$ cat config.mk
export PLATFORM = sky130hd
export DESIGN_NAME = progmem_port_arbiter
export DESIGN_NICKNAME = d
export VERILOG_FILES = /design/src/rtl/progmem_arb_pkg.sv /design/src/rtl/rr_pick.sv /design/src/rtl/progmem_port_arbiter.sv
export SDC_FILE = /design/constraint.sdc
export NUM_CORES = 1
export LEC_CHECK = 0
export BUFFER_PORTS_ARGS = -buffer_cell sky130_fd_sc_hd__buf_2
export CAP_MARGIN = 10
export CORE_MARGIN = 2
export CORE_UTILIZATION = 43
export DETAILED_ROUTE_END_ITERATION = 8
export GPL_TIMING_DRIVEN = 0
export PLACE_DENSITY = 0.71
export REMOVE_ABC_BUFFERS = 1
export SLEW_MARGIN = 20
export SYNTH_ARGS = -nofsm -noshare
export SYNTH_HDL_FRONTEND = slang
export SYNTH_SLANG_ARGS = --single-unit
$ cat constraint.sdc
create_clock -name sysclk -period 2.2 [get_ports sysclk]
set_clock_uncertainty 0.1 [all_clocks]
set_input_delay 0.33 -clock sysclk [delete_from_list [all_inputs] [get_ports sysclk]]
set_output_delay 0.33 -clock sysclk [all_outputs]
set_load 0.02 [all_outputs]
$ cat src/rtl/progmem_arb_pkg.sv
`default_nettype none
// ============================================================================
// Module   : progmem_arb_pkg
// Purpose  : Shared types and constants for the program-RAM port-A arbiter.
// Revision : 1.0 - initial release
// ============================================================================
package progmem_arb_pkg;

    typedef enum logic [1:0] {
        ARB_IDLE  = 2'd0,
        ARB_ISSUE = 2'd1,
        ARB_RWAIT = 2'd2
    } arb_state_t;

    // Wide enough to count up to the largest supported READ_LATENCY (4)
    localparam int LAT_CNT_W   = 3;
    localparam int MAX_NUM_REQ = 8;

endpackage
`default_nettype wire

$ cat src/rtl/rr_pick.sv
`default_nettype none
// ============================================================================
// Module   : rr_pick
// Purpose  : Combinational round-robin picker; first set request after rr_ptr.
// Revision : 1.0 - initial release
// ============================================================================
module rr_pick #(
    parameter int NUM_REQ = 2,
    parameter int IDX_W   = 1
) (
    input  logic [NUM_REQ-1:0] req,
    input  logic [IDX_W-1:0]   rr_ptr,
    output logic               any,
    output logic [IDX_W-1:0]   idx
);

    logic [IDX_W:0] w_cand;

    // Scan from the farthest candidate to the nearest so the nearest one wins
    always_comb begin
        any    = 1'b0;
        idx    = '0;
        w_cand = '0;
        for (int k = NUM_REQ; k >= 1; k--) begin
            w_cand = {1'b0, rr_ptr} + (IDX_W+1)'(k);
            if (w_cand >= (IDX_W+1)'(NUM_REQ)) begin
                w_cand = w_cand - (IDX_W+1)'(NUM_REQ);
            end
            if (req[w_cand[IDX_W-1:0]]) begin
                any = 1'b1;
                idx = w_cand[IDX_W-1:0];
            end
        end
    end

endmodule
`default_nettype wire

$ cat src/rtl/progmem_port_arbiter.sv
`default_nettype none
// ============================================================================
// Module   : progmem_port_arbiter
// Purpose  : Round-robin sharing of M9K program RAM port A between requesters,
//            with burst lock and registered-read latency sequencing.
//            Optional write protection below wp_limit: define PROGMEM_ARB_WP_EN.
// Revision : 1.0 - initial release
// ============================================================================
module progmem_port_arbiter
    import progmem_arb_pkg::*;
#(
    parameter int NUM_REQ      = 2,
    parameter int ADDR_WIDTH   = 12,
    parameter int DATA_WIDTH   = 16,
    parameter int READ_LATENCY = 2
) (
    input  logic                          sysclk,
    input  logic                          sysreset_n,
    input  logic [NUM_REQ-1:0]            req,
    input  logic [NUM_REQ-1:0]            we,
    input  logic [NUM_REQ-1:0]            lock,
    input  logic [NUM_REQ*ADDR_WIDTH-1:0] addr,
    input  logic [NUM_REQ*DATA_WIDTH-1:0] wdata,
    output logic [NUM_REQ-1:0]            ack,
    output logic [NUM_REQ-1:0]            rvalid,
    output logic [DATA_WIDTH-1:0]         rdata,
    output logic                          busy,
    output logic [ADDR_WIDTH-1:0]         mem_addr,
    output logic [DATA_WIDTH-1:0]         mem_wdata,
    output logic                          mem_wren,
`ifdef PROGMEM_ARB_WP_EN
    input  logic [ADDR_WIDTH-1:0]         wp_limit,
    output logic                          wr_err,
`endif
    input  logic [DATA_WIDTH-1:0]         mem_q
);

    localparam int c_IDX_W = (NUM_REQ > 1) ? $clog2(NUM_REQ) : 1;

    if (NUM_REQ < 1 || NUM_REQ > MAX_NUM_REQ || READ_LATENCY < 1 || READ_LATENCY > 4) begin : g_bad_param
        $error("progmem_port_arbiter: parameter out of range");
    end

    arb_state_t             r_state, w_state_nxt;
    logic [c_IDX_W-1:0]     r_idx, r_rr_ptr, w_pick_idx, w_grant_idx;
    logic                   r_we, r_lock_hold;
    logic                   w_pick_any, w_lock_regrant, w_grant_vld, w_lat_done, w_wp_block;
    logic [ADDR_WIDTH-1:0]  r_addr;
    logic [DATA_WIDTH-1:0]  r_wdata, r_rdata;
    logic [LAT_CNT_W-1:0]   r_cnt;
    logic [ADDR_WIDTH-1:0]  w_addr_arr  [NUM_REQ];
    logic [DATA_WIDTH-1:0]  w_wdata_arr [NUM_REQ];

    for (genvar gi = 0; gi < NUM_REQ; gi++) begin : g_unpack
        assign w_addr_arr[gi]  = addr[gi*ADDR_WIDTH +: ADDR_WIDTH];
        assign w_wdata_arr[gi] = wdata[gi*DATA_WIDTH +: DATA_WIDTH];
    end

    rr_pick #(
        .NUM_REQ (NUM_REQ),
        .IDX_W   (c_IDX_W)
    ) u_rr_pick (
        .req    (req),
        .rr_ptr (r_rr_ptr),
        .any    (w_pick_any),
        .idx    (w_pick_idx)
    );

    // A locked requester that still asks keeps the port without arbitration
    assign w_lock_regrant = r_lock_hold & req[r_idx];
    assign w_grant_vld    = w_lock_regrant | w_pick_any;
    assign w_grant_idx    = w_lock_regrant ? r_idx : w_pick_idx;
    assign w_lat_done     = (r_state == ARB_RWAIT) && (r_cnt == LAT_CNT_W'(READ_LATENCY));

`ifdef PROGMEM_ARB_WP_EN
    assign w_wp_block = r_we && (r_addr < wp_limit);
`else
    assign w_wp_block = 1'b0;
`endif

    always_ff @(posedge sysclk or negedge sysreset_n) begin
        if (!sysreset_n) begin
            r_state <= ARB_IDLE;
        end else begin
            r_state <= w_state_nxt;
        end
    end

    always_comb begin
        w_state_nxt = r_state;
        ack         = '0;
        rvalid      = '0;
        mem_wren    = 1'b0;
`ifdef PROGMEM_ARB_WP_EN
        wr_err      = 1'b0;
`endif
        case (r_state)
            ARB_IDLE: begin
                if (w_grant_vld) begin
                    w_state_nxt = ARB_ISSUE;
                end
            end
            ARB_ISSUE: begin
                ack[r_idx]  = 1'b1;
                mem_wren    = r_we & ~w_wp_block;
`ifdef PROGMEM_ARB_WP_EN
                wr_err      = w_wp_block;
`endif
                w_state_nxt = r_we ? ARB_IDLE : ARB_RWAIT;
            end
            ARB_RWAIT: begin
                if (w_lat_done) begin
                    rvalid[r_idx] = 1'b1;
                    w_state_nxt   = ARB_IDLE;
                end
            end
            default: w_state_nxt = ARB_IDLE;
        endcase
    end

    always_ff @(posedge sysclk or negedge sysreset_n) begin
        if (!sysreset_n) begin
            r_idx       <= '0;
            r_rr_ptr    <= c_IDX_W'(NUM_REQ-1);
            r_we        <= 1'b0;
            r_addr      <= '0;
            r_wdata     <= '0;
            r_rdata     <= '0;
            r_cnt       <= '0;
            r_lock_hold <= 1'b0;
        end else begin
            case (r_state)
                ARB_IDLE: begin
                    r_lock_hold <= 1'b0;
                    if (w_grant_vld) begin
                        r_idx    <= w_grant_idx;
                        r_rr_ptr <= w_grant_idx;
                        r_we     <= we[w_grant_idx];
                        r_addr   <= w_addr_arr[w_grant_idx];
                        r_wdata  <= w_wdata_arr[w_grant_idx];
                    end
                end
                ARB_ISSUE: begin
                    r_cnt <= LAT_CNT_W'(1);
                    // A write ends in ISSUE, so lock is sampled here
                    if (r_we) begin
                        r_lock_hold <= lock[r_idx];
                    end
                end
                ARB_RWAIT: begin
                    if (w_lat_done) begin
                        r_rdata     <= mem_q;
                        r_lock_hold <= lock[r_idx];
                    end else begin
                        r_cnt <= r_cnt + LAT_CNT_W'(1);
                    end
                end
                default: ;
            endcase
        end
    end

    // Read data bypasses the holding register in the rvalid cycle
    assign rdata     = w_lat_done ? mem_q : r_rdata;
    assign busy      = (r_state != ARB_IDLE);
    assign mem_addr  = r_addr;
    assign mem_wdata = r_wdata;

endmodule
`default_nettype wire
==> metrics.md <==
| Metric | Value |
|---|---|
| Number of diodes | 0 |
| First-pass GRT wire length | 15.2 mm |
| Grt total ovfl | 0 |
| RSZ-0062 raised after global routing | true |
| Commonest non-fill, non-tap cell in the layout | buf_2 |
| Area grow syn2layout | 28.2% |
| Worst slack, placed | -0.413 ns |
| Element type at the critical path end | output pin |
| Min-Delay Path Class | input pin to flip-flop |
| DP Wirelength | 5.89 mm |
| Register area share after synthesis | 0.381 |
| CTS tree | built |
| Final setup violation count | 0 |
| Final worst path period share | 0.981 |
| Crit path time final | 2.16 ns |
| Finished Core Util | 0.573 |
| Slowest cell on crit path | dfrtp_1 |
| Initial antenna violation count | 0 |
| Worst EP arrival | 1.73 ns |
| Design Area, Final | 4470 sq um |
| Synthesized instance count | 371 |
| DRT Pass-1 Iters | 4 |
| Row Count | 32 |
| Die width | 94.1 um |
| GRT Total Usage | 0.212 |
| Vias post-DR | 3,240 |
| # nets final | 569 |
| Worst EP required | 1.77 ns |
| Synthesized area | 3490 sq um |
| Clock transition at the registers of the reported paths | 0.10 ns |
| DR iter-0 viols | 117 |
| Worst Reg2Reg Path Length in Cells | 7 |
| Critical Path Stages | 6 |
| Dpl cell area | 4170 sq um |
| Worst-Skew Late Latency | 0.30 ns |
| LEAKAGE | 2.16 nW |
| I/O Buffers | 129 |
| Chip Height | 94.1 um |
| Fin. max-slew vios | 0 |
| Critical path class | flip-flop to output pin |
| Clk buf depth | 2 |
| Slew @ Worst Pin | 1.09 ns |
| Share of cells above drive strength 1 | 0.421 |
| Core area | 7810 sq um |
| Vias in the first global route | 3,202 |
| Antenna viol nets, final | 0 |
| Post-route DRC | 0 |
| Flop-to-flop setup slack | 0.20 ns |
| # IOs | 130 |
| Crit-path max FO | 8 |
| Crit path max-delay family | buffers and inverters |
| Max_slew headroom | 0.272 |
| WL per Instance | 16.2 um |
| Critical Path Start Type | flip-flop |
| H-tree levels | 2 |
| DIE AREA | 8850 sq um |
| Pwr per Cell Area | 1230 nW/um^2 |
| Outcome | finished, final reports clean |
| Worst VDD drop | 0.539 mV |
| Most frequent cells in the layout | buf_2, nand2_1, dfrtp_1 |
| Crit path buffers/inverters | 3 |
| Worst stage delay on the critical path | 0.41 ns |
| Largest net degree at the start of global routing | 62 |
| CTS Sinks | 53 |
| Fin. Hold Viols | 0 |
| Initial cell density of the core | 0.447 |
| Post-synth cell types | 33 |
| Crit path cell chain | inv_2 > ha_4 > nand3b_4 > clkbuf_16 > mux2_2 > buf_6 |
| TritonCTS Buffers | 5 |
| Max cap viols | 0 |
| Number of synthesized register bits | 53 |
| Ys Warns | 0 |
| Routed vias/inst | 5.53 |
| Clock root buffer | clkbuf_8 |
| Total power draw | 5.50 mW |
| GPL Wtd Cong | 0.720 |
| Hold path cells | 2 |
| Fmax | 463 MHz |
| Fin worst setup slack | 0.0410 ns |
| DRT Wirelength | 9.49 mm |
| Avg Inst Size Synth | 9.40 sq um |
-- final timing paths --
kind                                  to  startpoint
min in group asynchronous  mem_wdata[12]  sysreset_n
hold reg to reg               r_rdata[6]  r_rdata[6]
setup / recovery                rdata[8]  r_state[0]
hold / removal               r_rdata[15]   mem_q[15]
max in group asynchronous     r_rdata[6]  sysreset_n
setup reg to reg            mem_wdata[3]  r_state[0]
-- where the power goes --
group	internal (mW)	leakage, nW	total (mW)	switching, mW
clock	0.257	0.0445	0.576	0.319
sequential	1.41	0.608	1.65	0.240
combinational	1.46	1.51	3.27	1.82
-- logic make-up (layout without fill, tap and decap cells) --
logic type                 count (synthesis)  after routing  synth area share
muxes                                     35             35             0.113
buffers and inverters                     72            184            0.0933
AOI/OAI and AO/OA                        100            100             0.247
and+or+nand+nor                          105            106             0.145
adders and majority gates                  6              6            0.0215
DFF                                       53             53             0.381
-- per-stage QoR --
stage                     cells  TNS, ns  hold WS, ns
after floorplan             334    -4.78      -0.0656
after global placement      565   -40.25        0.381
after detailed placement    568   -11.66        0.326
after CTS                   582        0        0.151
after global routing        586   -0.238        0.150
final                       586        0        0.164
-- repair_timing --
action	CTS	global route
hold buffers	1	0
pin swaps	1	1
hold endpoints to repair	42	0
setup endpoints to repair	34	17
buffers inserted	4	3
gates cloned	1	1
gates resized for setup	5	19
-- per-layer routing --
layer  vias up  track usage  share of wire
li1       1543            -              -
met2       128        0.362           0.47
met5         -            0              0
met4         0       0.0423         0.0074
met1      1560        0.268           0.43
met3         9       0.0594          0.091
-- state kept, by name (all words and copies together) (netlist names) --
register / flops
r_lock_hold: 1
mem_addr: 12
r_idx: 1
r_rdata: 16
r_cnt: 3
mem_wdata: 16
r_state: 2
r_we: 1
r_rr_ptr: 1
-- cells in the mapped netlist --
cell type	instances	area (sq um)
o32ai_2	10	163
buf_8	1	15.0
o31ai_1	1	7.51
or2_2	1	6.26
buf_6	2	22.5
ha_1	6	75.1
nand3b_2	1	11.3
and2_4	1	8.76
nand3b_1	2	15.0
nor2_1	4	15.0
dfstp_2	1	26.3
a21o_1	1	7.51
nand2b_1	30	188
buf_2	14	70.1
o21ai_0	1	5.00
a22oi_1	1	7.51
a211oi_1	2	15.0
a31oi_1	31	194
mux2i_1	1	10.0
o31a_1	29	254
a21bo_2	1	10.0
dfrtp_1	52	1300
mux2_2	34	383
clkbuf_1	17	63.8
and2_1	2	12.5
o21ai_2	1	8.76
a21oi_1	1	5.00
a22o_1	2	17.5
nand2_1	60	225
o32ai_1	19	166
inv_1	35	131
nor2b_1	4	25.0
buf_4	3	22.5
-- cell type report --
| type | count | area (sq um) |
|---|---|---|
| timing repair buffer | 141 | 883 |
| clock buffer | 7 | 86.3 |
| clock inverter | 1 | 7.51 |
| fill | 686 | 3340 |
| tap | 102 | 128 |
| inverter | 35 | 131 |
| multi-input combinational | 247 | 1910 |
| sequential | 53 | 1330 |
No activity file was read; power rests on OpenSTA's default activity.
